[config.mk]
export PLATFORM = sky130hd
export DESIGN_NAME = rr_arbiter8
export DESIGN_NICKNAME = d
export VERILOG_FILES = /design/src/rtl/arb_pkg.sv /design/src/rtl/rr_pick.sv /design/src/rtl/rr_arbiter8.sv
export SDC_FILE = /design/constraint.sdc
export NUM_CORES = 1
export LEC_CHECK = 0
export BUFFER_PORTS_ARGS = -buffer_cell sky130_fd_sc_hd__buf_2
export CORE_UTILIZATION = 30
export DETAILED_ROUTE_END_ITERATION = 10
export GPL_ROUTABILITY_DRIVEN = 1
export PLACE_DENSITY = 0.51
export SLEW_MARGIN = 15
export SYNTH_ARGS = -nofsm -noshare
export SYNTH_HDL_FRONTEND = slang
export SYNTH_SLANG_ARGS = --single-unit
export TNS_END_PERCENT = 5
[constraint.sdc]
create_clock -name clk -period 5.2 [get_ports clk]
set_clock_uncertainty 0.2 [all_clocks]
set_input_delay 0.78 -clock clk [delete_from_list [all_inputs] [get_ports clk]]
set_output_delay 0.78 -clock clk [all_outputs]
set_load 0.02 [all_outputs]
[src/rtl/arb_pkg.sv]
// Shared definitions for the 8-way round-robin arbiter.
//   N_REQ      : number of requesters
//   IDX_W      : width of a requester index
//   state_t    : arbiter FSM encoding (IDLE / BUSY / GAP)
//   PTR_RESET  : last-granted pointer after reset, so requester 0 wins first
package arb_pkg;

  localparam int N_REQ = 8;
  localparam int IDX_W = 3;

  typedef enum logic [1:0] {
    IDLE = 2'd0,
    BUSY = 2'd1,
    GAP  = 2'd2
  } state_t;

  localparam logic [IDX_W-1:0] PTR_RESET = 3'd7;

endpackage

[src/rtl/rr_pick.sv]
// Rotate-priority encoder.
//   req [7:0] : request vector
//   ptr [2:0] : index of the last granted requester
//   idx [2:0] : first requester with req high, scanning ptr+1, ptr+2, ... mod 8
//   any       : at least one request is present (idx is 0 when none)
module rr_pick
  import arb_pkg::*;
(
  input  logic [N_REQ-1:0] req,
  input  logic [IDX_W-1:0] ptr,
  output logic [IDX_W-1:0] idx,
  output logic             any
);

  logic [IDX_W-1:0] cand;

  // Walk from lowest to highest priority so the last hit written wins;
  // offset 1 (ptr+1) is the highest priority and is visited last.
  always_comb begin
    idx  = '0;
    cand = '0;
    any  = |req;
    for (int k = N_REQ; k >= 1; k--) begin
      cand = ptr + IDX_W'(k);
      if (req[cand]) idx = cand;
    end
  end

endmodule

[src/rtl/rr_arbiter8.sv]
// 8-way round-robin arbiter with a bounded hold time.
//   clk       : clock, all state updates on the rising edge
//   rst_n     : asynchronous active-low reset
//   req       : level request per requester
//   grant     : registered one-hot grant, zero when nobody owns the grant
//   grant_idx : registered binary index of the owner, 0 when no owner
//   grant_vld : registered, high while an owner holds the grant
//   timeout   : one-cycle pulse when an owner is cut off after MAX_HOLD cycles
//   dbg_state : current FSM state for observation
//
// Handshake: req is a level; a requester keeps req high for as long as it
// wants the resource and owns it exactly while grant[i] is high. Dropping
// req releases the grant on the next edge; there is no ready/ack path back.
// Every release is followed by one GAP cycle with no owner before the next
// arbitration, and requests changing during the release edge are only seen
// in that GAP cycle.
module rr_arbiter8
  import arb_pkg::*;
#(
  parameter int MAX_HOLD = 16
) (
  input  logic             clk,
  input  logic             rst_n,
  input  logic [N_REQ-1:0] req,
  output logic [N_REQ-1:0] grant,
  output logic [IDX_W-1:0] grant_idx,
  output logic             grant_vld,
  output logic             timeout,
  output state_t           dbg_state
);

  state_t           state_q, state_d;
  logic [IDX_W-1:0] ptr_q, ptr_d;
  logic [7:0]       hold_q, hold_d;
  logic [IDX_W-1:0] idx_q, idx_d;
  logic             vld_q, vld_d;
  logic             to_q, to_d;
  logic [N_REQ-1:0] grant_q, grant_d;

  logic [IDX_W-1:0] pick_idx;
  logic             pick_any;

  rr_pick u_pick (
    .req (req),
    .ptr (ptr_q),
    .idx (pick_idx),
    .any (pick_any)
  );

  always_comb begin
    state_d = state_q;
    ptr_d   = ptr_q;
    hold_d  = hold_q;
    idx_d   = idx_q;
    vld_d   = vld_q;
    to_d    = 1'b0;

    case (state_q)
      IDLE, GAP: begin
        if (pick_any) begin
          state_d = BUSY;
          idx_d   = pick_idx;
          ptr_d   = pick_idx;
          vld_d   = 1'b1;
          hold_d  = 8'd1;
        end else begin
          state_d = IDLE;
          idx_d   = '0;
          vld_d   = 1'b0;
          hold_d  = 8'd0;
        end
      end
      BUSY: begin
        if (!req[idx_q]) begin
          state_d = GAP;
          idx_d   = '0;
          vld_d   = 1'b0;
          hold_d  = 8'd0;
        end else if (hold_q == 8'(MAX_HOLD)) begin
          // Forced release; ptr stays at the owner so it goes to the back
          // of the rotation.
          state_d = GAP;
          idx_d   = '0;
          vld_d   = 1'b0;
          hold_d  = 8'd0;
          to_d    = 1'b1;
        end else begin
          hold_d  = hold_q + 8'd1;
        end
      end
      default: begin
        state_d = IDLE;
        idx_d   = '0;
        vld_d   = 1'b0;
        hold_d  = 8'd0;
      end
    endcase

    grant_d = vld_d ? (N_REQ'(1) << idx_d) : '0;
  end

  always_ff @(posedge clk or negedge rst_n) begin
    if (!rst_n) begin
      state_q <= IDLE;
      ptr_q   <= PTR_RESET;
      hold_q  <= 8'd0;
      idx_q   <= '0;
      vld_q   <= 1'b0;
      to_q    <= 1'b0;
      grant_q <= '0;
    end else begin
      state_q <= state_d;
      ptr_q   <= ptr_d;
      hold_q  <= hold_d;
      idx_q   <= idx_d;
      vld_q   <= vld_d;
      to_q    <= to_d;
      grant_q <= grant_d;
    end
  end

  assign grant     = grant_q;
  assign grant_idx = idx_q;
  assign grant_vld = vld_q;
  assign timeout   = to_q;
  assign dbg_state = state_q;

endmodule

==> run_results.csv, run 1 <==
group,metric,value,unit
cts,cts.sinks,26,
cts,cts_buffers,3,
yosys,ys_seq_elements,26,
sta,rsz0062_at_grt,"false",
sta,final-setup-viol-count,0,
grt,antenna_found_initial,0,
worst_setup_path,endpoint_kind,"register",
worst_setup_path,arrival,3.87,ns
yosys,yosysTopAreaCell,"dfrtp_1",
cts,htree_levels,1,
worst_setup_path,max_stage_delay,0.77,ns
routing,drc_errors,0,
sta,hold_viol,0,
floorplanning,die_area,7070,sq um
worst_setup_path,crit_family,"multiplexers",
sta,hold_ws,0.274,ns
floorplanning,rows,29,
cts,cts_hold_buf,0,
yosys,synth_top_area_share,0.285,
final_layout,drive_above_1_share,0.263,
grt,grt_usage,0.143,
routing,ant_nets,0,
yosys,synth.distinct_cells,54,
cts,clock_latency,0.26,ns
sta,period_minus_slack,3.89,ns
worst_setup_path,crit_fanout,14,
sta,worstMarginPinSlew,0.562,ns
grt,grt_pass1_vias,1510,
sta,post-route-period-util,0.748,
grt,grt_overflow,0,
routing,wl_per_cell,17.2,um
yosys,seq_area_frac_synth,0.324,
yosys,synthCells,194,
place,place_inst,286,
cts,clk_path_buf_depth,2,
routing,via_per_inst,5.65,
routing,via_count,1639,
final_layout,nets,228,
job,cap_violations,0,
yosys,synth_area_per_cell,10.4,sq um
worst_setup_path,path_cells,"inv_1, ha_1, mux4_2, mux2_2, or3_1, a211o_1, a211o_1, nand2_4, nor3b_2",
floorplanning,ioPinCount,25,
worst_setup_path,path_buf_inv,1,
yosys,netlist_top_cells_area,"dfrtp_1 28%, mux4_2 16%, dfstp_2 3.9%",
final_layout,mostFrequentLayoutCell,"buf_2",
yosys,synth_enable_flop_cells,0,
yosys,async_reset_ff_frac,1.00,
grt,grt_pass1_wl,8170,um
final_layout,area_growth,10.1,%
floorplanning,core-area,6420,sq um
cts,cts_tree,"done",
min_path,worstHoldPathType,"register to register",
floorplanning,start_util,0.315,
floorplanning,die_w,84.1,um
run_status,status,"finished clean",
final_layout,final_cells,290,
yosys,syn_area,2020,sq um
worst_setup_path,slowest_stage,"dfstp_2",
cts,post_cts_resized,0,
grt,grt_start_max_net_pins,27,
worst_setup_path,path_common_cell,"a211o_1",
sta,maxSlewViolCount,0,
yosys,syn_nets,208,
sta,slew_headroom,0.626,
place,port_buffers,24,
sta,final.setup.tns,0,ns
cts,cts_setup_buffers,0,
routing,first_pass_iters,4,
cts,clk_pin_slew,0.09,ns
sta,max_freq,0.257,GHz
yosys,yosys_warnings,0,
final_layout,antenna_cells,0,
routing,drt_iter0_drc,98,
floorplanning,dieHeight,84.1,um
worst_setup_path,crit_required,5.19,ns
place,hpwl,3690,um
worst_setup_path,critPathLaunchType,"register",
place,gp_congestion,0.850,
final_layout,final_cell_mix,"24 x buf_2, 23 x dfrtp_1, 14 x mux4_2",
routing,routed_wl,4980,um
worst_setup_path,criticalPathCategory,"register to register",
yosys,synth_ff_type,"dfrtp_1",
cts,cts_root_buf,"clkbuf_8",
Yosys cell counts (2+ instances only):
library cell	number
dfrtp_1	23
a22o_1	2
xnor2_1	4
mux2_2	3
mux2i_1	6
inv_1	9
mux4_2	14
and3_1	3
a211o_1	4
dfstp_2	3
nor2_1	12
nor2b_1	3
and4_1	2
a22oi_1	2
a21o_1	4
buf_6	3
a21oi_1	6
nand3_1	8
a211oi_1	3
nor3b_2	3
nand2_1	12
nand2b_1	6
clkbuf_1	5
nor4_1	2
o21ai_0	4
xor2_1	8
ha_1	4
nor3_1	8
a31oi_1	3
registers in the layout, indices dropped and copies added (netlist names):
signal,flops
grant,8
hold_q,8
grant_idx,3
ptr_q,3
dbg_state,2
grant_vld,1
timeout,1
layer usage:
layer  track usage  share of wire  wire length, um  vias up
li1              -              -                -      773
met1         0.229           0.49             2440      805
met2         0.197           0.43             2130       57
met3        0.0247          0.075              372        4
met4        0.0313         0.0074               37        0
met5             0              0                0        -
final timing paths:
| path | from | to | slack (ns) | cells past startpoint |
|---|---|---|---|---|
| worst max-delay path | ptr_q[0] | grant[3] | 1.31 | 9 |
| max in group asynchronous | rst_n | ptr_q[0] | 4.12 | 1 |
| min in group asynchronous | rst_n | timeout | 0.29 | 1 |
| worst max register to register | ptr_q[0] | grant[3] | 1.31 | 9 |
| worst min register to register | dbg_state[1] | hold_q[5] | 0.27 | 1 |
| worst min-delay path | dbg_state[1] | hold_q[5] | 0.27 | 1 |
cells by family after synthesis:
kind of cell	after synthesis	share of synthesized area
and+or+nand+nor	65	0.177
xor gates and xnor gates	12	0.0520
DFF	26	0.324
muxes	24	0.210
adders and majority gates	4	0.0248
AOI/OAI and AO/OA	44	0.166
buffers and inverters	19	0.0470
area by class of cell:
cell class,count,area (sq um)
fillers,633,4200
multi-input cells,149,1270
flip-flops and latches,26,654
repair buffers,24,120
well taps,77,96.3
clock buffers,4,45.0
inverters,10,37.5
through the flow:
step           setup WS [ns]   util  instance area (sq um)
2_1_floorplan           1.40      -                   2020
3_3_place_gp            1.35  0.340                   2180
3_5_place_dp            1.31  0.340                   2180
4_1_cts                 1.28  0.347                   2230
5_1_grt                 1.09  0.347                   2230
6_report                1.31  0.347                   2230
Power of run 1 is not shown: default switching activity piles up to over one toggle a cycle in this logic, so the estimate is an artifact.
==> run 2: changes to the inputs <==
--- a/config.mk
+++ b/config.mk
@@ -9,7 +9,7 @@
 export CORE_UTILIZATION = 30
 export DETAILED_ROUTE_END_ITERATION = 10
 export GPL_ROUTABILITY_DRIVEN = 1
-export PLACE_DENSITY = 0.51
+export PLACE_DENSITY = 0.52
 export SLEW_MARGIN = 15
 export SYNTH_ARGS = -nofsm -noshare
 export SYNTH_HDL_FRONTEND = slang
==> constraint.sdc (replaced) <==
create_clock -name clk -period 3.2 [get_ports clk]
set_clock_uncertainty 0.2 [all_clocks]
set_input_delay 0.48 -clock clk [delete_from_list [all_inputs] [get_ports clk]]
set_output_delay 0.48 -clock clk [all_outputs]
set_load 0.02 [all_outputs]
==> run 2 against run 1 <==
  * Critical path type unchanged
  * Register-to-register slack got worse by 1.3 ns
  * Maximum frequency increased by 24%
  * Sequential cell count unchanged
  * The flow now finishes with violations (design-rule violations)
  * Routed wire length increased by 3.0%
  * Largest cell class unchanged
  * Setup slack got worse by 1.3 ns
  * Global-route usage increased by 1.0 points
  * Utilization increased by 4.0 points
  * Via count increased by 5.0%
  * Final cell count increased by 7.6%
==> run_results.csv, run 2 (synthesized netlist as in run 1, its figures left out) <==
group,metric,value,unit
run_status,status,"finished, violations left",
run_status,violations,"design-rule violations",
final_layout,multi_input_area,1360,sq um
cts,cts.sinks,26,
sta,worstMarginPinSlew,0.681,ns
sta,period_minus_slack,3.14,ns
floorplanning,ioPinCount,25,
cts,clk_pin_slew,0.09,ns
routing,wl_met3,238,um
floorplanning,die_w,84.1,um
sta,rsz0062_at_grt,"true",
worst_setup_path,r2r_setup_slack,0.06,ns
job,cap_violations,0,
floorplanning,start_util,0.315,
cts,clock_latency,0.27,ns
final_layout,antenna_cells,0,
routing,drc_errors,2,
final_layout,mostFrequentLayoutCell,"buf_2",
worst_setup_path,crit_required,3.19,ns
routing,via_count,1721,
worst_setup_path,arrival,3.14,ns
worst_setup_path,crit_fanout,8,
grt,grt_usage,0.153,
grt,grt_start_max_net_pins,27,
place,port_buffers,24,
final_layout,seq_area,654,sq um
routing,wl_met1,2560,um
worst_setup_path,criticalPathCategory,"register to register",
final_layout,drive_above_1_share,0.396,
floorplanning,dieHeight,84.1,um
final_layout,area_growth,22.7,%
sta,fin_ws,0.0554,ns
final_layout,fillers,661,
cts,htree_levels,1,
floorplanning,core-area,6420,sq um
routing,drt_iter0_drc,109,
place,pre_cts_slack,-0.0111,ns
final_layout,nets,250,
final_layout,final_cell_mix,"24 x buf_2, 23 x dfrtp_1, 22 x buf_4",
cts,clk_path_buf_depth,2,
place,place_inst,303,
routing,ant_nets,0,
routing,via_per_inst,5.52,
sta,final-setup-viol-count,0,
grt,antenna_found_initial,0,
worst_setup_path,crit_start,"ptr_q[1]",
place,gp_congestion,0.843,
min_path,worstHoldPathType,"primary input to async pin",
routing,wl_per_cell,16.4,um
routing,routed.top_layer,"met4",
sta,hold_viol,0,
routing,first_pass_iters,7,
cts,cts_tree,"done",
place,hpwl,3880,um
worst_setup_path,rr_startpoint,"ptr_q[1]",
routing,route.met2.wl,2290,um
floorplanning,rows,29,
final_layout,final_cells,312,
sta,maxSlewViolCount,0,
worst_setup_path,endpoint_kind,"register",
routing,routed_wl,5120,um
cts,cts_buffers,3,
grt,grt_overflow,0,
grt,grt_pass1_wl,8650,um
sta,max_freq,0.318,GHz
sta,slew_headroom,0.545,
cts,cts_root_buf,"clkbuf_8",
worst_setup_path,critPathLaunchType,"register",
sta,post-route-period-util,0.983,
floorplanning,die_area,7070,sq um
grt,grt_pass1_vias,1680,
final_layout,utilization,0.386,
==> run 2: area by class of cell <==
type                    count  share of cell area
well taps                  77              0.0388
multi-input cells         149               0.547
repair buffers             46               0.115
inverters                  10              0.0171
flip-flops and latches     26               0.264
clock buffers               4              0.0182
==> run 2: path summary, 6_finish.rpt <==
path,endpoint,cells after the start
max,grant[2],9
min,hold_q[3],1
max reg2reg,grant[2],9
min reg2reg,hold_q[5],1
max in group asynchronous,dbg_state[1],1
min in group clk,hold_q[5],1
==> run 2: worst max-delay path: stages, from the launching register on <==
cell and delay, ns:
dfstp_2 0.56, inv_4 0.04, ha_4 0.31, mux4_2 0.52, mux2_4 0.29, or3_1 0.31, a211o_1 0.26, a211o_1 0.29
nand2_4 0.13, nor3b_2 0.17
==> run 2: stage by stage <==
step	hold slack, ns	instance area (sq um)	setup TNS, ns
2_1_floorplan	-0.0156	2070	-2.16
3_3_place_gp	0.266	2330	-0.0118
3_5_place_dp	0.273	2330	-0.0258
4_1_cts	0.0202	2400	0
5_1_grt	0.0520	2480	-0.436
6_report	0.00141	2480	0
==> run 2: layer usage <==
layer  track usage  vias to the layer above
met1         0.238                      854
met3        0.0178                        2
met4        0.0439                        0
li1              -                      821
met2         0.221                       44
met5             0                        -
==> run 2: what timing repair did <==
item | 4_1_cts | 5_1_grt
setup buffers | 3 | 2
hold buffers | 0 | 0
setup endpoints to repair | 5 | 8
pin swaps | 1 | 8
cloned | 0 | 0
resized for setup | 1 | 12
Power of run 2 is left out for the same reason.
==> run 3: changes to the inputs <==
--- a/config.mk
+++ b/config.mk
@@ -6,6 +6,7 @@
 export NUM_CORES = 1
 export LEC_CHECK = 0
 export BUFFER_PORTS_ARGS = -buffer_cell sky130_fd_sc_hd__buf_2
+export CORE_MARGIN = 4
 export CORE_UTILIZATION = 30
 export DETAILED_ROUTE_END_ITERATION = 10
 export GPL_ROUTABILITY_DRIVEN = 1
==> run 3 against run 2 <==
  * The flow now finishes without violations
  * Non-clock buffer count shrank 6
  * Maximum frequency decreased by 1.3%
  * Utilization shrank 0.91 points
  * Sequential share of layout area is 0.49 points higher
  * Global-route usage decreased by 1.8 points
  * Die area is 15% higher
  * Count of clock-buffer cells in the layout is 1 lower
  * Cell area fell by 1.8%
  * First-iteration DRC count grew 5.5%
==> run_results.csv, run 3 (synthesized netlist as in run 1, its figures left out) <==
group,metric,value,unit
floorplanning,core-area,6460,sq um
cts,cts_tree,"done",
place,gp_congestion,0.786,
min_path,worstHoldPathType,"primary input to async pin",
worst_setup_path,crit_path_end,"grant[6]",
grt,grt_overflow,0,
worst_setup_path,r2r_setup_slack,0.01,ns
cts,htree_levels,1,
grt,grt_start_max_net_pins,27,
sta,final-setup-viol-count,0,
worst_setup_path,max_stage_delay,0.57,ns
worst_setup_path,arrival,3.18,ns
floorplanning,dieHeight,90.1,um
sta,final.setup.tns,0,ns
routing,wl_met3,180,um
routing,ant_nets,0,
floorplanning,ioPinCount,25,
floorplanning,start_util,0.313,
grt,grt_usage,0.135,
worst_setup_path,path_common_cell,"a211o_1",
worst_setup_path,rr_worst_depth,9,
sta,hold_viol,0,
place,port_buffers,24,
routing,first_pass_iters,4,
place,place_inst,301,
sta,worstMarginPinSlew,0.635,ns
worst_setup_path,crit_family,"multiplexers",
worst_setup_path,path_buf_inv,1,
final_layout,final_cells,306,
worst_setup_path,r2r-end,"grant[6]",
cts,cts.sinks,26,
sta,slew_headroom,0.576,
final_layout,antenna_cells,0,
worst_setup_path,crit_fanout,8,
final_layout,utilization,0.377,
run_status,status,"finished clean",
worst_setup_path,endpoint_kind,"register",
routing,via_per_inst,5.52,
routing,wl_met1,2620,um
routing,drt_iter0_drc,115,
cts,clk_pin_slew,0.09,ns
cts,clk_path_buf_depth,2,
routing,via_count,1689,
sta,period_minus_slack,3.19,ns
routing,route.met2.wl,2440,um
grt,grt_pass1_wl,9090,um
job,cap_violations,0,
routing,drc_errors,0,
place,hpwl,3880,um
floorplanning,die_area,8120,sq um
floorplanning,rows,29,
worst_setup_path,critPathLaunchType,"register",
grt,antenna_found_initial,0,
sta,maxSlewViolCount,0,
worst_setup_path,path_depth,9,
worst_setup_path,crit_start,"ptr_q[0]",
cts,cts_buffers,3,
sta,post-route-period-util,0.996,
grt,grt_pass1_vias,1750,
sta,rsz0062_at_grt,"true",
worst_setup_path,path_cells,"inv_4, ha_4, mux4_2, mux2_4, or3_1, a211o_1, a211o_1, nand2_4, nor3b_2",
worst_setup_path,slowest_stage,"dfstp_2",
routing,routed.top_layer,"met4",
worst_setup_path,crit_required,3.19,ns
worst_setup_path,rr_startpoint,"ptr_q[0]",
worst_setup_path,criticalPathCategory,"register to register",
final_layout,fillers,663,
cts,clock_latency,0.27,ns
final_layout,mostFrequentLayoutCell,"buf_2",
routing,routed_wl,5280,um
final_layout,final_cell_mix,"24 x buf_2, 23 x dfrtp_1, 15 x buf_4",
final_layout,drive_above_1_share,0.367,
final_layout,nets,244,
sta,max_freq,0.314,GHz
final_layout,area_growth,20.5,%
cts,cts_hold_buf,0,
floorplanning,die_w,90.1,um
routing,wl_per_cell,17.3,um
cts,cts_root_buf,"clkbuf_8",
==> run 3: per-stage QoR <==
step / hold slack, ns / cell area, sq um / setup WS (ns)
after floorplan: -0.0156 / 2070 / -0.277
after global placement: 0.286 / 2310 / -0.000505
after detailed placement: 0.299 / 2310 / -0.0599
after CTS: 0.0102 / 2400 / -0.0207
after global routing: 0.0228 / 2440 / -0.110
final: 0.000139 / 2440 / 0.0136
==> run 3: per-layer routing <==
layer  vias up  global-route usage
li1        808                   -
met1       842               0.199
met2        33               0.210
met3         6              0.0167
met4         0              0.0344
met5         -                   0
==> run 3: cell type report <==
type / count / area [sq um] / area share
multi-input combinational: 149 / 1330 / 0.545
sequential: 26 / 654 / 0.269
timing repair buffer: 40 / 244 / 0.100
tap: 77 / 96.3 / 0.0395
inverter: 10 / 42.5 / 0.0175
clock buffer: 3 / 41.3 / 0.0169
clock inverter: 1 / 30.0 / 0.0123
==> run 3: worst min-delay path by stage <==
| stage | to | slack (ns) | cells past startpoint |
|---|---|---|---|
| CTS | hold_q[7] | 0.01 | 1 |
| global route | hold_q[4] | 0.02 | 1 |
| detailed placement | hold_q[5] | 0.30 | 1 |
| global placement | hold_q[5] | 0.29 | 1 |
| finish | hold_q[4] | 0.0001 | 1 |
| floorplan | dbg_state[0] | -0.02 | 0 |
==> run 3: worst register-to-register path, cell delays in order, from the launching register on <==
cell,delay (ns)
dfstp_2,0.57
inv_4,0.05
ha_4,0.31
mux4_2,0.52
mux2_4,0.29
or3_1,0.31
a211o_1,0.30
a211o_1,0.28
nand2_4,0.10
nor3b_2,0.17
==> run 3: timing repair <==
action,CTS,global route
pin swaps,1,1
buffers inserted,0,1
resized for setup,2,8
gates cloned,0,0
endpoints found under the setup margin,8,10
Power of run 3 is left out for the same reason.
